### src/rtl/ln_range_reduce.sv
// ln_range_reduce: serial leading-one normaliser feeding the ln(1+x) evaluator.
// Splits an unsigned operand a into a = 2^e * (1 + f). It returns f as a
// Q(FB) fraction in a signed (W+1)-bit container and e as an EW-bit exponent,
// so the next stage can form ln(a) = e*ln2 + ln(1+f).
// The operand shifts left one bit per clock until its MSB is set.
//
// Handshake: start is accepted only in IDLE, where busy=0 and valid=0.
// busy is high from the accepting edge up to the edge that raises valid.
// valid is a single-cycle pulse, and frac_out/exp_out/zero_err are meaningful
// while it is high; they hold their values until the next result.
// A start seen while busy or valid is dropped and is not queued.
//
// Optional build macro LN_RR_ROUND_EN: rounds the fraction to nearest using the
// first discarded bit, saturating at 2^FB-1. When the macro is undefined the
// fraction is truncated toward zero.
module ln_range_reduce #(
   parameter int WA = 32,
   parameter int W  = 17,
   parameter int FB = 16,
   parameter int EW = 6
) (
   input  logic          clk,
   input  logic          reset,
   input  logic          start,
   input  logic [WA-1:0] a_in,
   output logic          busy,
   output logic          valid,
   output logic [W:0]    frac_out,
   output logic [EW-1:0] exp_out,
   output logic          zero_err
);

   localparam logic [1:0] IDLE = 2'd0;
   localparam logic [1:0] NORM = 2'd1;
   localparam logic [1:0] DONE = 2'd2;

   logic [1:0]    state;
   logic [WA-1:0] r;
   logic [EW-1:0] cnt;
   logic [FB-1:0] frac_next;

`ifdef LN_RR_ROUND_EN
   logic [FB:0] frac_sum;

   // Round to nearest on the first dropped bit; clamp instead of carrying into e.
   always_comb begin
      frac_sum  = {1'b0, r[WA-2 -: FB]} + {{FB{1'b0}}, r[WA-2-FB]};
      frac_next = frac_sum[FB] ? {FB{1'b1}} : frac_sum[FB-1:0];
   end
`else
   // Bits below the FB fraction bits are simply discarded.
   assign frac_next = r[WA-2 -: FB];
`endif

   // Control FSM plus the shift register, the shift counter and the result registers.
   always_ff @(posedge clk or posedge reset) begin
      if (reset) begin
         state    <= IDLE;
         r        <= '0;
         cnt      <= '0;
         busy     <= 1'b0;
         valid    <= 1'b0;
         zero_err <= 1'b0;
         frac_out <= '0;
         exp_out  <= '0;
      end else begin
         case (state)
            IDLE: begin
               if (start) begin
                  r     <= a_in;
                  cnt   <= '0;
                  busy  <= 1'b1;
                  state <= NORM;
               end
            end
            NORM: begin
               if (r == '0) begin
                  zero_err <= 1'b1;
                  frac_out <= '0;
                  exp_out  <= '0;
                  busy     <= 1'b0;
                  valid    <= 1'b1;
                  state    <= DONE;
               end else if (r[WA-1]) begin
                  exp_out  <= EW'(WA-1) - cnt;
                  frac_out <= {{(W+1-FB){1'b0}}, frac_next};
                  zero_err <= 1'b0;
                  busy     <= 1'b0;
                  valid    <= 1'b1;
                  state    <= DONE;
               end else begin
                  r   <= r << 1;
                  cnt <= cnt + 1'b1;
               end
            end
            DONE: begin
               valid <= 1'b0;
               state <= IDLE;
            end
            default: begin
               busy  <= 1'b0;
               valid <= 1'b0;
               state <= IDLE;
            end
         endcase
      end
   end

endmodule
### config.mk
export PLATFORM = sky130hd
export DESIGN_NAME = ln_range_reduce
export DESIGN_NICKNAME = d
export VERILOG_FILES = /design/src/rtl/ln_range_reduce.sv
export SDC_FILE = /design/constraint.sdc
export NUM_CORES = 1
export LEC_CHECK = 0
export ABC_AREA = 1
export BUFFER_PORTS_ARGS = -buffer_cell sky130_fd_sc_hd__buf_2
export CAP_MARGIN = 25
export CORE_MARGIN = 10
export CORE_UTILIZATION = 52
export DETAILED_ROUTE_END_ITERATION = 12
export HOLD_SLACK_MARGIN = 0.12
export PLACE_DENSITY = 0.81
export SLEW_MARGIN = 5
export SYNTH_ARGS = -nofsm -noshare
export SYNTH_HDL_FRONTEND = slang
export SYNTH_SLANG_ARGS = --single-unit
### constraint.sdc
create_clock -name clk -period 2.35 [get_ports clk]
set_clock_uncertainty 0.05 [all_clocks]
set_input_delay 0.1175 -clock clk [delete_from_list [all_inputs] [get_ports clk]]
set_output_delay 0.1175 -clock clk [all_outputs]
set_load 0.02 [all_outputs]
# Word level (Yosys, flattened, before mapping)
# Index checks and enable logic that the tools add are counted.
word_totals:
  ramBits: 0
  reg_bits: 67
  wordCells: 53
  out_inout_bits: 27
  mem_bits_ro: 0
  latchBits: 0
  n_memories: 0
op_classes:
  div: 0
  add_sub_neg: 2
  n_shift: 0
  n_eq_ne: 6
  mul: 0
  bitwise: 2
  n_mux: 24
  n_reduce_logical: 10
  n_lt_le_gt_ge: 0
op_table:
  columns: ["op", "count"]
  rows:
  - ["32-bit two-way mux", 3]
  - ["32-bit one-hot mux with 2 select lines", 1]
  - ["18-bit two-way mux", 2]
  - ["32-bit zero test", 1]
  - ["6-bit two-way mux", 5]
  - ["6-bit one-hot mux with 2 select lines", 1]
  - ["6-bit by 1-bit adder with 6-bit output (second input constant)", 1]
  - ["1-bit two-way mux", 6]
  - ["2-bit two-way mux", 3]
  - ["2-bit != test (second input constant)", 3]
  - ["2-bit AND reduction", 3]
  - ["3-bit AND reduction", 2]
  - ["5-bit by 6-bit subtractor with 6-bit output (first input constant)", 1]
  - ["2-bit one-hot mux with 2 select lines", 1]
  - ["4-bit AND reduction", 1]
  - ["2-bit nonzero test", 2]
  - ["3-bit != test (second input constant)", 1]
  - ["1-bit one-hot mux with 3 select lines", 1]
  - ["2-bit by 1-bit == test with 1-bit output (second input constant)", 1]
  - ["2-bit == test (second input constant)", 1]
  - ["2-bit zero test", 1]
  - ["1-bit inverter", 2]
  - ["1-bit one-hot mux with 2 select lines", 1]

# Longest topological paths before layout
depth:
  ltp_word: 4
  mapped_depth: 9
  mapped_depth_nobuf: 9

# Least setup slack after synthesis
# No wires, ideal clock.
synth_timing:
  path_type: "reg-to-reg"
  start: "register r[26]"
  end: "register cnt[5]"
  path_buffers: 1
  stages_incl_launch_ff: 10
  setup_ns: 0.117
  period_less_slack_ns: 1.450
  setup_slack_ns: 0.900
  t_arrival_ns: 1.284
  cell_sequence: "dfrtp_1 > nor2_1 > nand2_1 > nor2_1 > nand2_1 > o21ai_2 > nand2_2 > buf_2 > nand2_1 > nand2_1"
synth_between:
  elab_chain_cells: 3
synth_rtl:
  columns: ["item", "line_no", "rtl"]
  rows:
  - ["start, declared", "38", "logic [WA-1:0] r;"]
  - ["start signal, assigned", "70", "r <= a_in;"]
  - ["start signal, assigned", "92", "r <= r << 1;"]
  - ["32-bit zero test", "77", "if (r == '0) begin"]
  - ["2-bit != test (no line)", null, null]
  - ["4-bit AND reduction (no line)", null, null]
  - ["end signal, assigned", "93", "cnt <= cnt + 1'b1;"]
  - ["end, declared", "39", "logic [EW-1:0] cnt;"]
# Every way passes these cells.
# A chain may end at the register's enable or synchronous reset.

# Worst setup path in the final report
layout_timing:
  start: "register r[30]"
  end: "register r[3]"
layout_between:
  elab_chain_cells: 3
layout_rtl:
  columns: ["item", "line_no"]
  rows:
  - ["32-bit zero test", "77"]
  - ["2-bit != test (no line)", null]
  - ["4-bit AND reduction (no line)", null]
# Every way passes these cells.

==> impl_metrics.json <==
{
  "cts_sinks": 65,
  "relSlewSlack": 0.533,
  "post-route-period-util": 0.821,
  "antenna_cells": 0,
  "leakage_nw": 2.17,
  "die_h_um": 97.5,
  "routabilityCongestion": 0.824,
  "hpwl_mm": 5.40,
  "crit_chain": "nor2_1 -> nand3_1 -> nor2_1 -> nand2_1 -> o21ai_2 -> nand2_2 -> nand2_1 -> nand2_1",
  "hold_path_class": "input port to flop",
  "fin_ws_ns": 0.420,
  "drt_pass1_iterations": 5,
  "synthCells": 382,
  "yosysSeqAreaShare": 0.520,
  "drc": 0,
  "cts_tree": "built",
  "ys_warn_count": 0,
  "grt_max_degree": 41,
  "grt_setup_unrepaired": "false",
  "cts-root-buf": "clkbuf_8",
  "final_hold_viol_count": 0,
  "status": "complete, no violations",
  "area_delta_synth_final_pct": 27.7,
  "clock_latency_ns": 0.34,
  "ioPinCount": 62,
  "endpoint_kind": "flop",
  "synth_seq_cells": 65,
  "fmax_ghz": 0.518,
  "drt_iter0_drc": 319,
  "critPathSlowestCell": "nand2_2",
  "final_util": 0.678,
  "fin_tns_setup_ns": 0,
  "grt_pass1_vias": 2851,
  "arrival_ns": 2.11,
  "portBuffers": 59,
  "final_max_slew_viol_count": 0,
  "grt_use_met2": 0.270,
  "die_area_mm2": 0.00951,
  "ir_worst_vdd_v": 0.000808,
  "critPathRequiredTime_ns": 2.53,
  "die_w_um": 97.5,
  "crit_top_cell": "nand2_1",
  "path_clk_slew_ns": 0.07,
  "htree_levels": 3,
  "core-area_mm2": 0.00589,
  "routed_wl_mm": 8.23,
  "worstSetupStartpointType": "flop",
  "cts_buffer_depth": 2,
  "antenna_found_initial": 0,
  "power_density_mw_per_mm2": 1330,
  "met3_usage": 0.0469,
  "via_count": 2955,
  "grt_pass1_wl_mm": 13.8,
  "cts_setup_buffers": 0,
  "drive_above_1_share": 0.192,
  "synth.area.top_cells": "dfrtp_1 52%, nand2_1 17%, nand3_1 10%",
  "grt_use_total": 0.172,
  "row_count": 28,
  "nets": 506,
  "crit_path_max_incr_delay_ns": 0.43,
  "yosys.area.top_type": "dfrtp_1",
  "cts_inserted_buffers": 9,
  "mostFrequentLayoutCells": "138 x nand2_1, 65 x dfrtp_1, 63 x nand3_1",
  "postCtsHoldBufs": 34,
  "whs_ns": 0.123,
  "place_ws_ns": 0.467,
  "critPathKind": "flop to flop",
  "synth_top_area_frac": 0.520,
  "initial_core_util": 0.531,
  "viasPerCell": 5.37,
  "syn_avg_cell_area_um2": 8.18,
  "ctsResizeCount": 0,
  "final_common_cell": "nand2_1",
  "cap_violations": 0,
  "setup_viol": 0,
  "synth.distinct_cells": 21,
  "netlist_area_mm2": 0.00313,
  "worst-path-max-fanout": 36,
  "tightest_slew_ns": 0.697,
  "routedWlPerCell_um": 15.0,
  "ant_nets": 0,
  "busiest_layer": "met2",
  "grt-ovfl-total": 0,
  "period_needed_ns": 1.93,
  "met1_usage": 0.215
}
-- cell families after synthesis --
group | Yosys count | synth area share
AND/OR/NAND/NOR | 234 | 0.313
buffers and inverters | 40 | 0.0608
adder cells (fa/ha/maj) | 1 | 0.00400
flip-flops | 65 | 0.520
AO/OA/AOI/OAI | 41 | 0.100
other | 1 | 0.00120
-- state kept, by name, indices dropped and copies added, names as in the netlist --
| register | flops |
|---|---|
| r | 32 |
| frac_out | 16 |
| cnt | 6 |
| exp_out | 6 |
| state | 2 |
| busy | 1 |
| valid | 1 |
| zero_err | 1 |
-- final cells by class --
cell class | count | area, um2
clock buffer | 14 | 173
clock inverter | 2 | 35.0
fill | 478 | 1890
inverter | 15 | 56.3
multi-input combinational | 278 | 1310
sequential | 65 | 1630
tap | 75 | 93.8
timing repair buffer | 101 | 696
-- through the flow --
step	total power [mW]	cells	cell area [um2]
after floorplan	3.69	383	3130
after global placement	4.18	500	3440
after detailed placement	4.27	500	3440
after CTS	5.30	550	3990
after global routing	5.70	550	3990
final	5.31	550	3990
-- worst max-delay path: cells and delay by family, from the launching register on --
family,cells,cell delay [ns]
AOI/OAI and AO/OA,1,0.17
and+or+nand+nor,7,1.19
DFF,1,0.41
-- synth_stat cells --
cell / n
a22o_1: 28
nor3_1: 1
inv_1: 12
o21ai_2: 1
conb_1: 1
inv_2: 3
clkbuf_1: 3
nand2_1: 138
a21oi_1: 6
buf_2: 14
nand2_2: 1
buf_1: 2
and3_1: 1
buf_4: 6
nand3_1: 63
dfrtp_1: 65
nor2_1: 26
ha_1: 1
or2_2: 3
nor2_4: 1
o21ai_0: 6
-- per-layer routing --
layer	share of wire	wire length [um]	vias to the layer above
li1	-	-	1429
met1	0.41	3380	1388
met2	0.48	3980	120
met3	0.083	684	18
met4	0.022	184	0
met5	0	0	-
-- path summary, 6_finish.rpt --
kind / endpoint / startpoint / depth (start not counted) / slack [ns]
min in group asynchronous: exp_out[5] / reset / 3 / 0.36
hold / removal: busy / start / 5 / 0.12
hold reg to reg: valid / valid / 2 / 0.43
setup reg to reg: r[3] / r[30] / 8 / 0.42
setup / recovery: r[3] / r[30] / 8 / 0.42
max in group asynchronous: r[7] / reset / 4 / 1.20
-- where the power goes --
group	internal (mW)	switching (mW)	total, mW
Sequential	1.58	0.366	1.95
Clock	0.576	0.409	0.986
Combinational	0.860	1.52	2.38
Total	3.02	2.29	5.31
Power figures use the tool's default switching activity.
